===== src/rtl/decoder_pkg.sv =====
// Shared types for the enable/grant decoder: FSM state encoding and width helpers.
package decoder_pkg;

  typedef enum logic [1:0] {
    IDLE     = 2'd0,
    GRANT    = 2'd1,
    COOLDOWN = 2'd2
  } state_e;

  // Hold counter width: one spare bit so it can reach TIMEOUT-1 without wrapping.
  function automatic int cnt_width(input int timeout);
    return $clog2(timeout) + 1;
  endfunction

endpackage


===== src/rtl/decoder_onehot.sv =====
// Combinational binary-to-one-hot decoder; all-zero output for indices >= WIDTH.
module decoder_onehot #(
  parameter int WIDTH = 8,
  parameter int EW    = $clog2(WIDTH)
) (
  input  logic [EW-1:0]    idx_i,
  output logic [WIDTH-1:0] onehot_o
);

  always_comb begin
    onehot_o = '0;
    for (int i = 0; i < WIDTH; i++)
      onehot_o[i] = (idx_i == EW'(i));
  end

endmodule


===== src/rtl/decoder_enable_grant.sv =====
// Accepts an encoded request, holds a one-hot grant until ack or timeout,
// then spends one cooldown cycle before accepting again.
module decoder_enable_grant
  import decoder_pkg::*;
#(
  parameter int WIDTH   = 8,
  parameter int TIMEOUT = 16
) (
  input  logic                     i_clk,
  input  logic                     i_rst_n,
  input  logic                     i_enable,
  input  logic                     i_valid,
  input  logic [$clog2(WIDTH)-1:0] i_encode,
  output logic                     o_ready,
  input  logic                     i_ack,
  output logic [WIDTH-1:0]         o_grant,
  output logic                     o_busy,
  output logic                     o_timeout,
  output logic                     o_err
);

  localparam int EW = $clog2(WIDTH);
  localparam int CW = cnt_width(TIMEOUT);

  state_e           state_q;
  logic [CW-1:0]    cnt_q;
  logic [WIDTH-1:0] grant_q;
  logic             busy_q;
  logic             timeout_q;
  logic             err_q;
  logic [WIDTH-1:0] dec_onehot;
  logic             dec_hit;

  decoder_onehot #(.WIDTH(WIDTH), .EW(EW)) u_dec (
    .idx_i    (i_encode),
    .onehot_o (dec_onehot)
  );

  // An out-of-range index decodes to all-zero, so any set bit means in range.
  assign dec_hit = |dec_onehot;
  assign o_ready = i_enable && (state_q == IDLE);

  always_ff @(posedge i_clk or negedge i_rst_n) begin
    if (!i_rst_n) begin
      state_q   <= IDLE;
      cnt_q     <= '0;
      grant_q   <= '0;
      busy_q    <= 1'b0;
      timeout_q <= 1'b0;
      err_q     <= 1'b0;
    end else begin
      timeout_q <= 1'b0;
      err_q     <= 1'b0;
      case (state_q)
        IDLE: begin
          cnt_q <= '0;
          if (i_enable && i_valid) begin
            if (dec_hit) begin
              grant_q <= dec_onehot;
              busy_q  <= 1'b1;
              state_q <= GRANT;
            end else begin
              err_q <= 1'b1;
            end
          end
        end
        GRANT: begin
          if (!i_enable) begin
            grant_q <= '0;
            busy_q  <= 1'b0;
            cnt_q   <= '0;
            state_q <= IDLE;
          end else if (i_ack) begin
            // Ack wins over a coincident timeout: no timeout pulse.
            grant_q <= '0;
            busy_q  <= 1'b0;
            cnt_q   <= '0;
            state_q <= COOLDOWN;
          end else if (cnt_q == CW'(TIMEOUT - 1)) begin
            grant_q   <= '0;
            busy_q    <= 1'b0;
            cnt_q     <= '0;
            timeout_q <= 1'b1;
            state_q   <= COOLDOWN;
          end else begin
            cnt_q <= cnt_q + CW'(1);
          end
        end
        COOLDOWN: begin
          cnt_q   <= '0;
          state_q <= IDLE;
        end
        default: begin
          grant_q <= '0;
          busy_q  <= 1'b0;
          cnt_q   <= '0;
          state_q <= IDLE;
        end
      endcase
    end
  end

  assign o_grant   = grant_q;
  assign o_busy    = busy_q;
  assign o_timeout = timeout_q;
  assign o_err     = err_q;

endmodule

===== config.mk =====
export PLATFORM = sky130hd
export DESIGN_NAME = decoder_enable_grant
export DESIGN_NICKNAME = d
export VERILOG_FILES = /design/src/rtl/decoder_pkg.sv /design/src/rtl/decoder_onehot.sv /design/src/rtl/decoder_enable_grant.sv
export SDC_FILE = /design/constraint.sdc
export NUM_CORES = 1
export LEC_CHECK = 0
export CORE_MARGIN = 3
export CORE_UTILIZATION = 35
export DETAILED_ROUTE_END_ITERATION = 10
export GPL_TIMING_DRIVEN = 0
export SKIP_LAST_GASP = 1
export SLEW_MARGIN = 20
export SYNTH_ARGS = -nofsm -noshare
export SYNTH_HDL_FRONTEND = slang
export SYNTH_SLANG_ARGS = --single-unit

===== constraint.sdc =====
create_clock -name i_clk -period 3.45 [get_ports i_clk]
set_input_delay 0.5175 -clock i_clk [delete_from_list [all_inputs] [get_ports i_clk]]
set_output_delay 0.5175 -clock i_clk [all_outputs]
set_load 0.01 [all_outputs]

==> metrics.cfg, run 1 <==
[yosys]
synth.area.top_cells=dfrtp_1 (54%), mux2_4 (5.4%), and3_1 (3.7%)
yosysMostFrequentCell=dfrtp_1
syn_area_um2=841
syn_area_per_cell_um2=12.4
yosysWarnings=0
synthCells=68
synth_top_cell_area_share_pct=53.6
synthArstFlopShare_pct=100
synth_flop_cell=dfrtp_1
synth_largest_area_cell=dfrtp_1
ys_ff_latch=18
synthesis.nets=77
yosys-top-cells-count=dfrtp_1 (18), nor2_1 (7), and3_1 (5), nand2_1 (4)
yosysSeqAreaShare_pct=53.6
synth_cell_types=28
synth_edf_count=0

[finish]
syn2layout_area_growth_pct=31.1
diodes=0
nNetsFinal=101
instances_no_fill=119
finish.utilization_pct=48.9
drive_gt1_share_pct=13.2

[die]
die_w_um=55.0
die_y_um=55.0
die_area_mm2=0.00303
core_mm2=0.00225
io_pins=20
num_rows=17
initial_core_util_pct=37.3

[sta]
relSlewSlack_pct=45.9
maxSlewViolCount=0
finalCritPeriodShare_pct=66.6
holdWs_ns=0.464
setup_viol=0
worst_slack_ns=1.15
rsz0062_at_grt=false
finClkSkew_ns=0.00911
worstMarginPinSlew_ns=0.809
final_hold_viol_count=0
fin_crit_ns=2.30
finalSetupTns_ns=0
fmax_ghz=0.435

[worst_setup_path]
crit_start=i_enable
cp_top_family=buffers and inverters
worstPathMaxFanout=5
path_class=in -> out
endpoint_kind=output port
crit_required_ns=2.93
rr_endpoint=o_grant[4]$_DFFE_PN0P_
cpPeakStageDelay_ns=0.54
cp_num_cells=4
crit_buf_inv=2
crit_slowest_cell=clkdlybuf4s50_1
rrSetupSlack_ns=1.93
critical_path.most_common_cell=clkdlybuf4s50_1
r2r-start=state_q[1]$_DFFE_PN0P_
cp.arrival_ns=1.78
critPathLaunchType=primary input
r2r_cells=3
crit_chain=clkdlybuf4s50_1, nand2b_1, nor2_1, clkdlybuf4s50_1
crit_end=o_ready

[cts]
hold_buffers=0
clockBufferDepth=2
clkLatencyLatePin_ns=0.29
post_cts_buffers=0
cts.sinks=18
cts_made_buffers=3
cts_resized=0
root_buffer=clkbuf_4
cts_tree=done
htree_num_levels=1
clk_pin_slew_worst_paths_ns=0.11

[placement]
place_ws_ns=1.14
dp_cells=115
io_buffers=19
dp_hpwl_mm=1.13
place_congestion=0.669

[routing]
drc=0
wire_per_inst_um=13.2
drt_iter0_drc=6
vias=595
first_pass_iters=2
antenna_left=0
finalWirelength_mm=1.57
vias_per_cell=5.00

[global_routing]
grt_pass1_vias=627
grt_max_degree=19
grt_overflow=0
antenna_found_initial=0
grt_use_total_pct=13.0
grt_pass1_wl_mm=2.80

[run]
max-cap-violations=0

[run_status]
status=complete, no violations

[worst_hold_path]
hp-class=reg -> reg

[power]
ir_drop_mv=0.296
p_leak_nw=0.540
power_density_mw_per_mm2=397

## worst min-delay path by stage
stage	from	depth (start not counted)	endpoint
after global placement	cnt_q[0]$_DFF_PN0_	1	cnt_q[0]$_DFF_PN0_
after detailed placement	cnt_q[0]$_DFF_PN0_	1	cnt_q[0]$_DFF_PN0_
after CTS	cnt_q[0]$_DFF_PN0_	1	cnt_q[0]$_DFF_PN0_
after global routing	cnt_q[0]$_DFF_PN0_	1	cnt_q[0]$_DFF_PN0_
final	cnt_q[0]$_DFF_PN0_	1	cnt_q[0]$_DFF_PN0_
after floorplan	i_rst_n	0	cnt_q[0]$_DFF_PN0_
## per-stage QoR
step,instance area [um2],total power [mW]
6_report,1100,0.438
5_1_grt,1100,0.462
4_1_cts,1100,0.446
3_5_place_dp,1070,0.312
3_3_place_gp,1070,0.312
2_1_floorplan,841,0.270
## cell families after synthesis
| group | count (synthesis) | synth area share (%) |
|---|---|---|
| AOI/OAI and AO/OA | 9 | 12.1 |
| xor gates and xnor gates | 2 | 2.08 |
| adders and majority gates | 1 | 1.49 |
| buffers and inverters | 3 | 1.49 |
| DFF | 18 | 53.6 |
| muxes | 3 | 5.36 |
| other | 1 | 0.446 |
| and+or+nand+nor | 31 | 23.5 |
## flip-flops by register name, summed over array words and instances, names as in the netlist
signal,cells
cnt_q,5
o_busy,1
o_timeout,1
o_err,1
o_grant,8
state_q,2
## area by class of cell
class | instances | area [um2]
flip-flops and latches | 18 | 450
clock buffers | 4 | 36.3
plain buffers | 1 | 5.00
repair buffers | 19 | 190
multi-input cells | 47 | 378
inverters | 2 | 7.51
fillers | 233 | 1150
well taps | 28 | 35.0
## layout by cell type (no fill, tap or decap), types with 2 or more instances in the layout
master and instances:
a22o_1 2, a32o_1 3, and3_1 5, clkbuf_4 3, clkdlybuf4s50_1 19, dfrtp_1 18, inv_1 2, mux2_4 3
nand2_1 4, nand2b_1 3, nand3_1 2, nand3b_1 2, nor2_1 7
## report_power, final
part           leakage (nW)  internal [mW]  total (mW)  switching, mW
Sequential            0.242          0.222       0.229        0.00712
Clock                0.0210         0.0643       0.131         0.0662
Combinational         0.277         0.0437      0.0782         0.0345
Total                 0.540          0.330       0.438          0.108
## worst register-to-register path, stage by stage, from the launching register on
cell	delay, ns
dfrtp_1	0.46
and4bb_4	0.42
o2bb2ai_4	0.20
mux2_4	0.33
## metal layers
metal  GRT usage [%]  up-vias  routed length (um)
li1                -      292                   -
met1            17.3      285                 779
met2            19.7       16                 673
met3            5.63        2                 102
met4            2.43        0                  10
met5               0        -                   0
No activity file was read; power rests on OpenSTA's default activity.
==> inputs of run 2 (changes only) <==
==> constraint.sdc (replaced) <==
create_clock -name i_clk -period 2.1 [get_ports i_clk]
set_input_delay 0.315 -clock i_clk [delete_from_list [all_inputs] [get_ports i_clk]]
set_output_delay 0.315 -clock i_clk [all_outputs]
set_load 0.01 [all_outputs]
==> results of run 2 <==
Same layout as run 1 (identical final DEF). Status: complete, no violations.
Among the figures that moved: setup slack after placement 1.14 ns -> 0.200 ns; setup slack after layout 1.15 ns -> 0.207 ns; register-to-register setup slack 1.93 ns -> 0.58 ns; total power 0.438 mW -> 0.719 mW; worst IR drop on VDD 0.296 mV -> 0.487 mV
==> inputs of run 3 (changes only) <==
--- a/config.mk
+++ b/config.mk
@@ -5,10 +5,10 @@
 export SDC_FILE = /design/constraint.sdc
 export NUM_CORES = 1
 export LEC_CHECK = 0
-export CORE_MARGIN = 3
 export CORE_UTILIZATION = 35
 export DETAILED_ROUTE_END_ITERATION = 10
 export GPL_TIMING_DRIVEN = 0
+export SETUP_SLACK_MARGIN = 0.15
 export SKIP_LAST_GASP = 1
 export SLEW_MARGIN = 20
 export SYNTH_ARGS = -nofsm -noshare
==> run 3 against run 2 <==
Die area is 14% lower. Combinational power hardly changed. Largest power group unchanged. Power is 0.28% lower. Hold slack worse by 0.083 ns. Critical path depth is 1 lower. Sequential share of layout area is 0.30 points lower. Non-clock buffer count is 1 higher. Count of clock-buffer cells in the layout stayed put.
==> metrics.cfg, run 3 (synthesis results as in run 1) <==
[run_status]
status=complete, no violations

[die]
num_rows=17
io_pins=20
die_area_mm2=0.00260
initial_core_util_pct=37.6
die_w_um=51.0
core_mm2=0.00223
die_y_um=51.0

[worst_setup_path]
crit_start=state_q[1]$_DFFE_PN0P_
crit_required_ns=1.78
r2r_cells=3
rrSetupSlack_ns=0.61
r2r-start=state_q[1]$_DFFE_PN0P_
cp.arrival_ns=1.55
worstPathMaxFanout=6
endpoint_kind=output port
path_class=reg -> out
critPathLaunchType=flop
rr_endpoint=o_grant[5]$_DFFE_PN0P_

[cts]
cts.sinks=18
clk_pin_slew_worst_paths_ns=0.11
htree_num_levels=1
cts_made_buffers=3
clkLatencyLatePin_ns=0.29
clockBufferDepth=2
hold_buffers=0
cts_tree=done
root_buffer=clkbuf_4

[placement]
dp_hpwl_mm=1.11
io_buffers=19
dp_cells=115
place_congestion=0.680

[power]
power_frac_seq_pct=52.4
p_comb_share_pct=18.1
switchingPower_mw=0.175
ir_drop_mv=0.375
power_density_mw_per_mm2=644
intPower_mw=0.543
p_clk_share_pct=29.5
switching_share_pct=24.4
p_leak_nw=0.553

[sta]
relSlewSlack_pct=46.2
final_hold_viol_count=0
maxSlewViolCount=0
finalCritPeriodShare_pct=88.7
setup_viol=0
finalSetupTns_ns=0
worstMarginPinSlew_ns=0.805
fmax_ghz=0.537
finClkSkew_ns=0.0110
fin_crit_ns=1.86
rsz0062_at_grt=false

[routing]
first_pass_iters=4
vias=598
drc=0
finalWirelength_mm=1.53
vias_per_cell=4.98
drt_iter0_drc=4
antenna_left=0
wire_per_inst_um=12.8

[finish]
seqCellArea_um2=452
largest_reg_flops=8
syn2layout_area_growth_pct=32.4
final_common_cell=clkdlybuf4s50_1
drive_gt1_share_pct=15.2
diodes=0
nFillCells=213
nNetsFinal=102
multi_input_area_um2=378
instances_no_fill=120
layout_common_cells=clkdlybuf4s50_1 (18), dfrtp_1 (17), nor2_1 (7), and3_1 (5), nand2_1 (4)

[run]
max-cap-violations=0

[global_routing]
grt_use_total_pct=13.8
antenna_found_initial=0
busiest_layer=met2
grt_overflow=0
grt_max_degree=19
use_met1_pct=18.4
met2_usage_pct=22.4
grt_pass1_wl_mm=2.73
grt_pass1_vias=627
use_met3_pct=2.98

[worst_hold_path]
holdPathStages=3
worstHoldStart=i_enable
whs_endpoint=state_q[0]$_DFFE_PN0P_
hp-class=in -> reg

-- run 3: critical path, cell delays in order, from the launching register on --
cell and delay, ns:
dfrtp_2 0.45, nand2b_1 0.17, nor2_1 0.09, clkdlybuf4s50_1 0.53
-- run 3: repair_timing --
item | CTS | global route
endpoints found under the setup margin | 0 | 1
gates resized for setup | 0 | 2
buffers inserted | 0 | 1
-- run 3: cell type report --
type / instances / share of cell area, %
Sequential cell: 18 / 40.6
Multi-Input combinational cell: 47 / 33.9
Inverter: 2 / 0.674
Buffer: 1 / 0.449
Clock buffer: 4 / 3.26
Tap cell: 28 / 3.15
Timing Repair Buffer: 20 / 18.0
-- run 3: how the worst max path moves through the flow --
stage	to	slack, ns
after floorplan	o_grant[4]$_DFFE_PN0P_	0.71
after global placement	o_ready	0.22
after detailed placement	o_ready	0.21
after CTS	o_ready	0.21
after global routing	o_ready	0.16
final	o_ready	0.24
-- run 3: metrics by stage --
step	instance area, um2	total power [mW]	util (%)	setup WS, ns	hold WS, ns
global route	1110	0.758	49.9	0.163	0.399
global placement	1070	0.511	47.7	0.223	0.451
detailed placement	1070	0.513	47.7	0.212	0.455
floorplan	841	0.444	-	0.715	0.0194
finish	1110	0.717	49.9	0.238	0.381
CTS	1100	0.728	49.4	0.210	0.470
-- run 3: power groups by stage --
stage	Sequential [mW]	Clock [mW]	Combinational (mW)
2_1_floorplan	0.390	0	0.0547
3_3_place_gp	0.383	0	0.128
3_5_place_dp	0.383	0	0.130
4_1_cts	0.376	0.222	0.130
5_1_grt	0.379	0.238	0.141
6_report	0.376	0.212	0.130
-- run 3: metal layers --
metal	vias up	share of wire, %
li1	291	-
met1	288	51
met2	15	44
met3	4	3.9
met4	0	1.2
met5	-	0
